===== src/rtl/z80_bus_responder_if.sv =====
// Z80 pin-level bus plus backing req/ack port seen by the target-side responder.
// The slave modport is the responder; the master modport is the CPU/board side.
interface z80_bus_responder_if;
    logic        m1;
    logic        mreq;
    logic        iorq;
    logic        rd;
    logic        wr;
    logic        rfsh;
    logic        busack;
    logic [15:0] ab;
    logic [7:0]  db_in;
    logic [7:0]  db_out;
    logic        db_oe;
    logic        mwait;
    logic        intr;
    logic        irq;
    logic [7:0]  int_vector;
    logic        req;
    logic        req_we;
    logic        req_io;
    logic [15:0] req_addr;
    logic [7:0]  req_wdata;
    logic        ack;
    logic [7:0]  rdata;

    modport slave (
        input  m1, mreq, iorq, rd, wr, rfsh, busack, ab, db_in, irq, int_vector, ack, rdata,
        output db_out, db_oe, mwait, intr, req, req_we, req_io, req_addr, req_wdata
    );

    modport master (
        output m1, mreq, iorq, rd, wr, rfsh, busack, ab, db_in, irq, int_vector, ack, rdata,
        input  db_out, db_oe, mwait, intr, req, req_we, req_io, req_addr, req_wdata
    );
endinterface


===== src/rtl/z80_bus_responder.sv =====
// Classifies Z80 bus cycles, holds the CPU in WAIT while a backing access runs,
// and returns read data / interrupt vector. States:
//   IDLE    | no cycle in progress, watching strobes
//   DECODE  | cycle classified, address latched, WAIT asserted
//   SERVICE | backing req outstanding, waiting for ack
//   DATA    | data captured, burning remaining wait states
//   END     | WAIT released, waiting for the CPU to drop mreq/iorq
module z80_bus_responder #(
    parameter int unsigned WAIT_STATES = 0
) (
    input  logic               clk_i,
    input  logic               reset_i,
    z80_bus_responder_if.slave bus
);
    localparam int unsigned CW = (WAIT_STATES > 0) ? $clog2(WAIT_STATES + 1) : 1;

    typedef enum logic [2:0] {S_IDLE, S_DECODE, S_SERVICE, S_DATA, S_END} state_t;
    typedef enum logic [2:0] {C_RFSH, C_INTA, C_MRD, C_MWR, C_IORD, C_IOWR} kind_t;

    state_t        state_q, state_d;
    kind_t         kind_q, kind_d, kind_dec;
    logic [CW-1:0] wcnt_q, wcnt_d;
    logic          pend_q, pend_d;
    logic          abort_q, abort_d;
    logic [7:0]    db_out_q, db_out_d;
    logic          mwait_q, mwait_d;
    logic          req_q, req_d;
    logic          req_we_q, req_we_d;
    logic          req_io_q, req_io_d;
    logic [15:0]   req_addr_q, req_addr_d;
    logic [7:0]    req_wdata_q, req_wdata_d;

    logic inta_strobe, start, inta_dec, aborted, kind_is_read;

    assign inta_strobe  = bus.m1 & bus.iorq;
    assign start        = ~bus.busack & (inta_strobe | bus.mreq | (bus.iorq & (bus.rd | bus.wr)));
    assign aborted      = abort_q | bus.busack;
    assign kind_is_read = (kind_q == C_MRD) || (kind_q == C_IORD) || (kind_q == C_INTA);

    always_comb begin
        state_d     = state_q;
        kind_d      = kind_q;
        wcnt_d      = wcnt_q;
        abort_d     = abort_q;
        db_out_d    = db_out_q;
        mwait_d     = mwait_q;
        req_d       = req_q;
        req_we_d    = req_we_q;
        req_io_d    = req_io_q;
        req_addr_d  = req_addr_q;
        req_wdata_d = req_wdata_q;
        inta_dec    = 1'b0;
        kind_dec    = C_RFSH;

        if (inta_strobe)                 kind_dec = C_INTA;
        else if (bus.mreq && bus.rfsh)   kind_dec = C_RFSH;
        else if (bus.mreq && bus.rd)     kind_dec = C_MRD;
        else if (bus.mreq)               kind_dec = C_MWR;
        else if (bus.rd)                 kind_dec = C_IORD;
        else                             kind_dec = C_IOWR;

        // Bus released mid-cycle: drop WAIT, let any backing access finish quietly.
        if (state_q != S_IDLE && bus.busack) begin
            abort_d = 1'b1;
            mwait_d = 1'b0;
        end

        case (state_q)
            S_IDLE: begin
                if (start) begin
                    abort_d  = 1'b0;
                    wcnt_d   = CW'(WAIT_STATES);
                    kind_d   = kind_dec;
                    inta_dec = (kind_dec == C_INTA);
                    if (kind_dec == C_RFSH) begin
                        state_d = S_END;
                    end else begin
                        state_d    = S_DECODE;
                        mwait_d    = 1'b1;
                        req_addr_d = bus.ab;
                        if (kind_dec == C_MWR || kind_dec == C_IOWR) req_wdata_d = bus.db_in;
                    end
                end
            end
            S_DECODE: begin
                if (kind_q == C_INTA) begin
                    if (aborted) begin
                        state_d = S_IDLE;
                    end else begin
                        db_out_d = bus.int_vector;
                        state_d  = S_DATA;
                    end
                end else begin
                    req_d    = 1'b1;
                    req_we_d = (kind_q == C_MWR) || (kind_q == C_IOWR);
                    req_io_d = (kind_q == C_IORD) || (kind_q == C_IOWR);
                    state_d  = S_SERVICE;
                end
            end
            S_SERVICE: begin
                if (bus.ack) begin
                    req_d = 1'b0;
                    if (kind_is_read) db_out_d = bus.rdata;
                    state_d = aborted ? S_IDLE : S_DATA;
                end
            end
            S_DATA: begin
                if (aborted) begin
                    state_d = S_IDLE;
                end else if (wcnt_q <= CW'(1)) begin
                    wcnt_d  = '0;
                    mwait_d = 1'b0;
                    state_d = S_END;
                end else begin
                    wcnt_d = wcnt_q - CW'(1);
                end
            end
            S_END: begin
                if (aborted || (!bus.mreq && !bus.iorq)) state_d = S_IDLE;
            end
            default: state_d = S_IDLE;
        endcase

        pend_d = bus.irq | (pend_q & ~inta_dec);
    end

    always_ff @(posedge clk_i) begin
        if (reset_i) begin
            state_q     <= S_IDLE;
            kind_q      <= C_RFSH;
            wcnt_q      <= '0;
            pend_q      <= 1'b0;
            abort_q     <= 1'b0;
            db_out_q    <= 8'h00;
            mwait_q     <= 1'b0;
            req_q       <= 1'b0;
            req_we_q    <= 1'b0;
            req_io_q    <= 1'b0;
            req_addr_q  <= 16'h0000;
            req_wdata_q <= 8'h00;
        end else begin
            state_q     <= state_d;
            kind_q      <= kind_d;
            wcnt_q      <= wcnt_d;
            pend_q      <= pend_d;
            abort_q     <= abort_d;
            db_out_q    <= db_out_d;
            mwait_q     <= mwait_d;
            req_q       <= req_d;
            req_we_q    <= req_we_d;
            req_io_q    <= req_io_d;
            req_addr_q  <= req_addr_d;
            req_wdata_q <= req_wdata_d;
        end
    end

    // Output enable follows the CPU strobes combinationally so the pins release
    // in the same cycle the CPU stops reading.
    assign bus.db_oe     = ((state_q == S_DATA) || (state_q == S_END)) & kind_is_read
                           & (bus.rd | inta_strobe) & ~bus.busack & ~abort_q;
    assign bus.db_out    = db_out_q;
    assign bus.mwait     = mwait_q & ~bus.busack;
    assign bus.intr      = pend_q;
    assign bus.req       = req_q;
    assign bus.req_we    = req_we_q;
    assign bus.req_io    = req_io_q;
    assign bus.req_addr  = req_addr_q;
    assign bus.req_wdata = req_wdata_q;
endmodule


===== src/flat_wrapper.sv =====
// flat-port wrapper written by rule: the top's interface ports become plain ports
module z80_bus_responder_flat 
#(
    parameter int unsigned WAIT_STATES = 0
)
  (clk_i, reset_i, bus_m1, bus_mreq, bus_iorq, bus_rd, bus_wr, bus_rfsh, bus_busack, bus_ab, bus_db_in, bus_irq, bus_int_vector, bus_ack, bus_rdata, bus_db_out, bus_db_oe, bus_mwait, bus_intr, bus_req, bus_req_we, bus_req_io, bus_req_addr, bus_req_wdata);
  z80_bus_responder_if bus_i ();
  input  logic clk_i;
  input  logic reset_i;
  input wire logic [$bits(bus_i.m1)-1:0] bus_m1;
  input wire logic [$bits(bus_i.mreq)-1:0] bus_mreq;
  input wire logic [$bits(bus_i.iorq)-1:0] bus_iorq;
  input wire logic [$bits(bus_i.rd)-1:0] bus_rd;
  input wire logic [$bits(bus_i.wr)-1:0] bus_wr;
  input wire logic [$bits(bus_i.rfsh)-1:0] bus_rfsh;
  input wire logic [$bits(bus_i.busack)-1:0] bus_busack;
  input wire logic [$bits(bus_i.ab)-1:0] bus_ab;
  input wire logic [$bits(bus_i.db_in)-1:0] bus_db_in;
  input wire logic [$bits(bus_i.irq)-1:0] bus_irq;
  input wire logic [$bits(bus_i.int_vector)-1:0] bus_int_vector;
  input wire logic [$bits(bus_i.ack)-1:0] bus_ack;
  input wire logic [$bits(bus_i.rdata)-1:0] bus_rdata;
  output wire logic [$bits(bus_i.db_out)-1:0] bus_db_out;
  output wire logic [$bits(bus_i.db_oe)-1:0] bus_db_oe;
  output wire logic [$bits(bus_i.mwait)-1:0] bus_mwait;
  output wire logic [$bits(bus_i.intr)-1:0] bus_intr;
  output wire logic [$bits(bus_i.req)-1:0] bus_req;
  output wire logic [$bits(bus_i.req_we)-1:0] bus_req_we;
  output wire logic [$bits(bus_i.req_io)-1:0] bus_req_io;
  output wire logic [$bits(bus_i.req_addr)-1:0] bus_req_addr;
  output wire logic [$bits(bus_i.req_wdata)-1:0] bus_req_wdata;
  assign bus_i.m1 = bus_m1;
  assign bus_i.mreq = bus_mreq;
  assign bus_i.iorq = bus_iorq;
  assign bus_i.rd = bus_rd;
  assign bus_i.wr = bus_wr;
  assign bus_i.rfsh = bus_rfsh;
  assign bus_i.busack = bus_busack;
  assign bus_i.ab = bus_ab;
  assign bus_i.db_in = bus_db_in;
  assign bus_i.irq = bus_irq;
  assign bus_i.int_vector = bus_int_vector;
  assign bus_i.ack = bus_ack;
  assign bus_i.rdata = bus_rdata;
  assign bus_db_out = bus_i.db_out;
  assign bus_db_oe = bus_i.db_oe;
  assign bus_mwait = bus_i.mwait;
  assign bus_intr = bus_i.intr;
  assign bus_req = bus_i.req;
  assign bus_req_we = bus_i.req_we;
  assign bus_req_io = bus_i.req_io;
  assign bus_req_addr = bus_i.req_addr;
  assign bus_req_wdata = bus_i.req_wdata;
  z80_bus_responder #(.WAIT_STATES(WAIT_STATES)) u_core (.clk_i(clk_i), .reset_i(reset_i), .bus(bus_i));
endmodule

===== config.mk =====
export PLATFORM = sky130hd
export DESIGN_NAME = z80_bus_responder_flat
export DESIGN_NICKNAME = d
export VERILOG_FILES = /design/src/rtl/z80_bus_responder_if.sv /design/src/rtl/z80_bus_responder.sv /design/src/flat_wrapper.sv
export SDC_FILE = /design/constraint.sdc
export NUM_CORES = 1
export LEC_CHECK = 0
export ABC_AREA = 1
export CAP_MARGIN = 10
export CORE_UTILIZATION = 32
export DETAILED_ROUTE_END_ITERATION = 8
export SLEW_MARGIN = 20
export SYNTH_ARGS = -nofsm -noshare
export SYNTH_HDL_FRONTEND = slang
export SYNTH_SLANG_ARGS = --single-unit

===== constraint.sdc =====
create_clock -name clk_i -period 3.99 [get_ports clk_i]
set_clock_uncertainty 0.1 [all_clocks]
set_input_delay 0.5985 -clock clk_i [delete_from_list [all_inputs] [get_ports clk_i]]
set_output_delay 0.5985 -clock clk_i [all_outputs]
set_load 0.01 [all_outputs]

==> flow_summary.yaml, run 1 <==
outcome:
  status: "finished with violations"
  violations: "DRC"
finish:
  fin_area_um2: 3151
  layout.nets: 447
  syn_to_final_growth_pct: 44.88
  n_antenna_cell: 0
  layout_common_cells: "clkdlybuf4s50_1, nand2_1, nor2_1"
  drive_gt1_share_pct: 10.10
  layout_commonest_cell: "clkdlybuf4s50_1"
  nFillCells: 673
global_route:
  grt_pass1_vias: 1967
  grt_max_degree: 20
  grt_pass1_wl_um: 9025
  grt_overflow: 0
  grtUsageTotal_pct: 15.79
  antenna_found_initial: 0
clocking:
  clk_pin_slew_ns: 0.08
  clkSinkCount: 44
  cts_max_level: 2
  cts_buffers: 5
  cts_resized: 0
  ctsLongestPathBuffers: 2
  post_cts_buffers: 0
  cts_tree: "done"
  cts-root-buf: "clkbuf_8"
  clock_latency_ns: 0.28
  cts_hold_buf: 0
floorplanning:
  pin_count: 89
  num_rows: 29
  core_um2: 6459
  dieWidth_um: 84.44
  dieHeight_um: 84.44
  dieArea_um2: 7129
  floorplan.initialDensity_pct: 33.67
yosys:
  synthDistinctLibCells: 25
  syn-cell-area_um2: 2175
  seq_area_frac_synth_pct: 40.51
  yosys.area.top_type: "dfxtp_1"
  synth-edff-count: 0
  syn_nets: 362
  syn_area_per_cell_um2: 6.992
  synth_top_area_share_pct: 40.51
  synth-seq-cells: 44
  synthTopCellsByArea: "dfxtp_1, nand2_1, nor2_1"
  yosys_warnings: 0
  async_reset_ff_share_pct: 0
  synth-main-ff-cell: "dfxtp_1"
  postSynthCellCount: 311
placed_design:
  placedInstanceArea_um2: 3073
  io_buffer_count: 88
  globalplace.congestion: 0.7796
  dp_hpwl_um: 3979
routing:
  viasPerCell: 4.442
  wl_per_cell_um: 11.33
  drtPass1Iterations: 6
  drtIter0Drc: 50
  drtAntennaViolNets: 0
  drc: 4
  routed_wl_um: 5358
  num_vias: 2101
flow_run:
  drv_cap: 0
hold_path:
  hp-class: "register to register"
critical_path:
  criticalPathCategory: "input pin to output port"
  arrival_ns: 2.17
  cp_max_fo: 5
  cp_data_required_time_ns: 3.29
  cp-start-kind: "input pin"
  endpoint_kind: "output port"
timing:
  hold_slack_ns: 0.3684
  slew_violations: 0
  final_hold_viol_count: 0
  timing.final.crit_share_pct: 71.82
  period_minus_slack_ns: 2.865
  setup_tns_ns: 0
  fmax_mhz: 349.0
  slew_headroom_pct: 61.25
  setup_violations: 0
  tightest_slew_ns: 0.5806
  rsz0062_at_grt: "false"
power_and_ir_drop:
  p_leak_nw: 1.392
  power.density_nw_per_um2: 506.8
  peakVddDrop_v: 0.0002134
[routing by layer]
layer  vias up  global-route usage [%]  part of all wire [%]
met1       920                   19.11                    46
met5         -                       0                     0
met3         2                   5.605                   8.2
li1       1128                       -                     -
met4         0                   4.622                  0.43
met2        51                   26.53                    45
[state kept, by name (all words and copies together) (netlist names)]
signal / count
u_core.bus.req_wdata: 8
u_core.bus.req_we: 1
u_core.state_q: 3
u_core.kind_q: 3
u_core.mwait_q: 1
u_core.bus.req_io: 1
u_core.bus.intr: 1
u_core.bus.req_addr: 16
u_core.abort_q: 1
u_core.bus.db_out: 8
u_core.bus.req: 1
[path summary, 6_finish.rpt]
check	from	to	slack (ns)	cells past startpoint
setup / recovery	bus_iorq	bus_db_oe	1.12	6
hold / removal	u_core.bus.req_io	u_core.bus.req_io	0.37	2
setup reg to reg	u_core.state_q[2]	u_core.bus.req_addr[6]	2.21	8
hold reg to reg	u_core.bus.req_io	u_core.bus.req_io	0.37	2
[kinds of logic after synthesis]
logic type	after synthesis	synth area share, %
simple gates	189	41.20
flops	44	40.51
buf+inv	44	10.01
compound gates	34	8.285
[through the flow]
step,cells,power [W],util (%),setup slack [ns]
floorplan,311,0.001098,-,2.209
global placement,466,0.001340,47.58,1.162
detailed placement,466,0.001343,47.58,1.131
CTS,473,0.001613,48.78,1.113
global route,473,0.001726,48.78,1.021
finish,473,0.001597,48.78,1.125
[report_power, final]
part           total [W]  switching [W]  internal [W]
Clock           0.000266       0.000147      0.000119
Combinational   0.000726       0.000415      0.000311
Sequential      0.000604      0.0000697      0.000535
Total            0.00160       0.000632      0.000965
[synth_stat cells, types with 2 or more instances]
library cell	number
nand2_1	69
nor2_1	66
dfxtp_1	44
inv_1	30
nand3_1	22
o21ai_0	19
nor2_2	12
a21oi_1	11
nand2_4	6
buf_6	4
nand2_2	4
nor2_4	4
buf_2	3
clkbuf_1	3
a21oi_2	2
nand3b_1	2
nor3_1	2
[final cells by class]
cell class	count	area [um^2]	area share, %
Multi-Input combinational cell	223	1076	34.15
Clock inverter	1	5.005	0.1589
Inverter	33	131.4	4.170
Tap cell	77	96.34	3.058
Clock buffer	6	72.57	2.303
Sequential cell	44	880.8	27.96
Timing Repair Buffer	89	888.4	28.20
[critical path: stages]
cell             delay [ns]
clkdlybuf4s50_1        0.56
nand2_2                0.11
nand2_1                0.11
nand3_1                0.08
nor3_1                 0.14
clkdlybuf4s50_1        0.57
(Power assumes the default switching activity.)
==> run 2, diff against run 1 <==
==> constraint.sdc (replaced) <==
create_clock -name clk_i -period 2.9 [get_ports clk_i]
set_clock_uncertainty 0.1 [all_clocks]
set_input_delay 0.435 -clock clk_i [delete_from_list [all_inputs] [get_ports clk_i]]
set_output_delay 0.435 -clock clk_i [all_outputs]
set_load 0.01 [all_outputs]
==> flow_summary.yaml, run 2 (synthesis results as in run 1) <==
outcome:
  status: "finished with violations"
  violations: "DRC"
clocking:
  clkSinkCount: 44
  cts_hold_buf: 0
  cts-root-buf: "clkbuf_8"
  clock_latency_ns: 0.29
  cts_buffers: 5
  ctsLongestPathBuffers: 2
  cts_tree: "done"
  clk_pin_slew_ns: 0.09
  cts_max_level: 2
  cts_resized: 0
  post_cts_buffers: 0
finish:
  instances_no_fill: 476
  syn_to_final_growth_pct: 47.12
  layout.nets: 449
  drive_gt1_share_pct: 11.03
  n_antenna_cell: 0
  layout_commonest_cell: "clkdlybuf4s50_1"
  nFillCells: 647
  layout_common_cells: "clkdlybuf4s50_1, nand2_1, nor2_1"
  regArea_um2: 880.8
  largest_reg_flops: 16
  multi_input_area_um2: 1076
floorplanning:
  pin_count: 89
  num_rows: 29
  dieHeight_um: 84.44
  core_um2: 6459
  floorplan.initialDensity_pct: 33.67
  dieArea_um2: 7129
  dieWidth_um: 84.44
global_route:
  grt_pass1_vias: 1980
  grt_pass1_wl_um: 9142
  grtUsageTotal_pct: 16.03
  grt_max_degree: 20
  grt_overflow: 0
  antenna_found_initial: 0
routing:
  drtIter0Drc: 73
  top_layer: "met4"
  drc: 8
  drtPass1Iterations: 6
  met3_length_um: 507
  wl_per_cell_um: 11.35
  drtAntennaViolNets: 0
  routed_wl_um: 5403
  wl_met2_um: 2432
  num_vias: 2105
  wl_met1_um: 2421
  viasPerCell: 4.422
placed_design:
  io_buffer_count: 88
  dp.cells: 468
  globalplace.congestion: 0.7723
  dp_hpwl_um: 4010
timing:
  timing.final.crit_share_pct: 87.71
  slew_headroom_pct: 64.86
  fmax_mhz: 393.2
  period_minus_slack_ns: 2.544
  final_hold_viol_count: 0
  rsz0062_at_grt: "false"
  tightest_slew_ns: 0.5265
  slew_violations: 0
  setup_tns_ns: 0
  setup_violations: 0
critical_path:
  cpPeakStageDelay_ns: 0.56
  arrival_ns: 2.01
  reg2reg_depth: 8
  crit_chain: "clkdlybuf4s50_1, nand2_2, nand2_1, nand3_1, nor3_1, clkdlybuf4s50_1"
  cp_data_required_time_ns: 2.37
  criticalPathCategory: "input pin to output port"
  cp_max_fo: 5
  endpoint_kind: "output port"
  critical_path.slowest_cell: "clkdlybuf4s50_1"
  worst_path_most_repeated_cell: "clkdlybuf4s50_1"
  cp-start-kind: "input pin"
hold_path:
  hp-class: "register to register"
  holdPathStages: 2
power_and_ir_drop:
  power.density_nw_per_um2: 717.8
  p_leak_nw: 1.414
  total_power_w: 0.002296
  peakVddDrop_v: 0.0003970
flow_run:
  drv_cap: 0
## run 2: final cells by class
type / instances / area share, %
Clock buffer: 5 / 2.151
Clock inverter: 3 / 1.330
Inverter: 33 / 4.106
Multi-Input combinational cell: 223 / 33.63
Sequential cell: 44 / 27.53
Tap cell: 77 / 3.011
Timing Repair Buffer: 91 / 28.24
## run 2: critical path, delay by kind of cell
kind,cells,cell delay [ns]
simple gates,4,0.45
buf+inv,2,1.12
## run 2: final timing paths
check,slack (ns),startpoint,to
worst max-delay path,0.36,bus_iorq,bus_db_oe
worst min-delay path,0.37,u_core.bus.req_io,u_core.bus.req_io
worst max register to register,1.10,u_core.state_q[2],u_core.bus.req_addr[1]
worst min register to register,0.37,u_core.bus.req_io,u_core.bus.req_io
## run 2: report_power, final
| group | switching, W | total [W] | internal (W) |
|---|---|---|---|
| Sequential | 0.0000935 | 0.000829 | 0.000735 |
| Combinational | 0.000568 | 0.000998 | 0.000429 |
| Clock | 0.000215 | 0.000470 | 0.000255 |
| Total | 0.000877 | 0.00230 | 0.00142 |
## run 2: through the flow
step | cell area, um^2 | utilization, % | setup WS (ns) | hold slack [ns]
2_1_floorplan | 2175 | - | 1.317 | 0.3588
3_3_place_gp | 3088 | 47.81 | 0.4001 | 0.3504
3_5_place_dp | 3088 | 47.81 | 0.3468 | 0.3613
4_1_cts | 3199 | 49.54 | 0.3381 | 0.3756
5_1_grt | 3199 | 49.54 | 0.2014 | 0.4072
6_report | 3199 | 49.54 | 0.3565 | 0.3699
## run 2: layer usage
layer,track usage [%],up-vias
met2,25.86,63
met5,0,-
met1,19.81,904
met4,4.160,0
met3,6.785,4
li1,-,1134
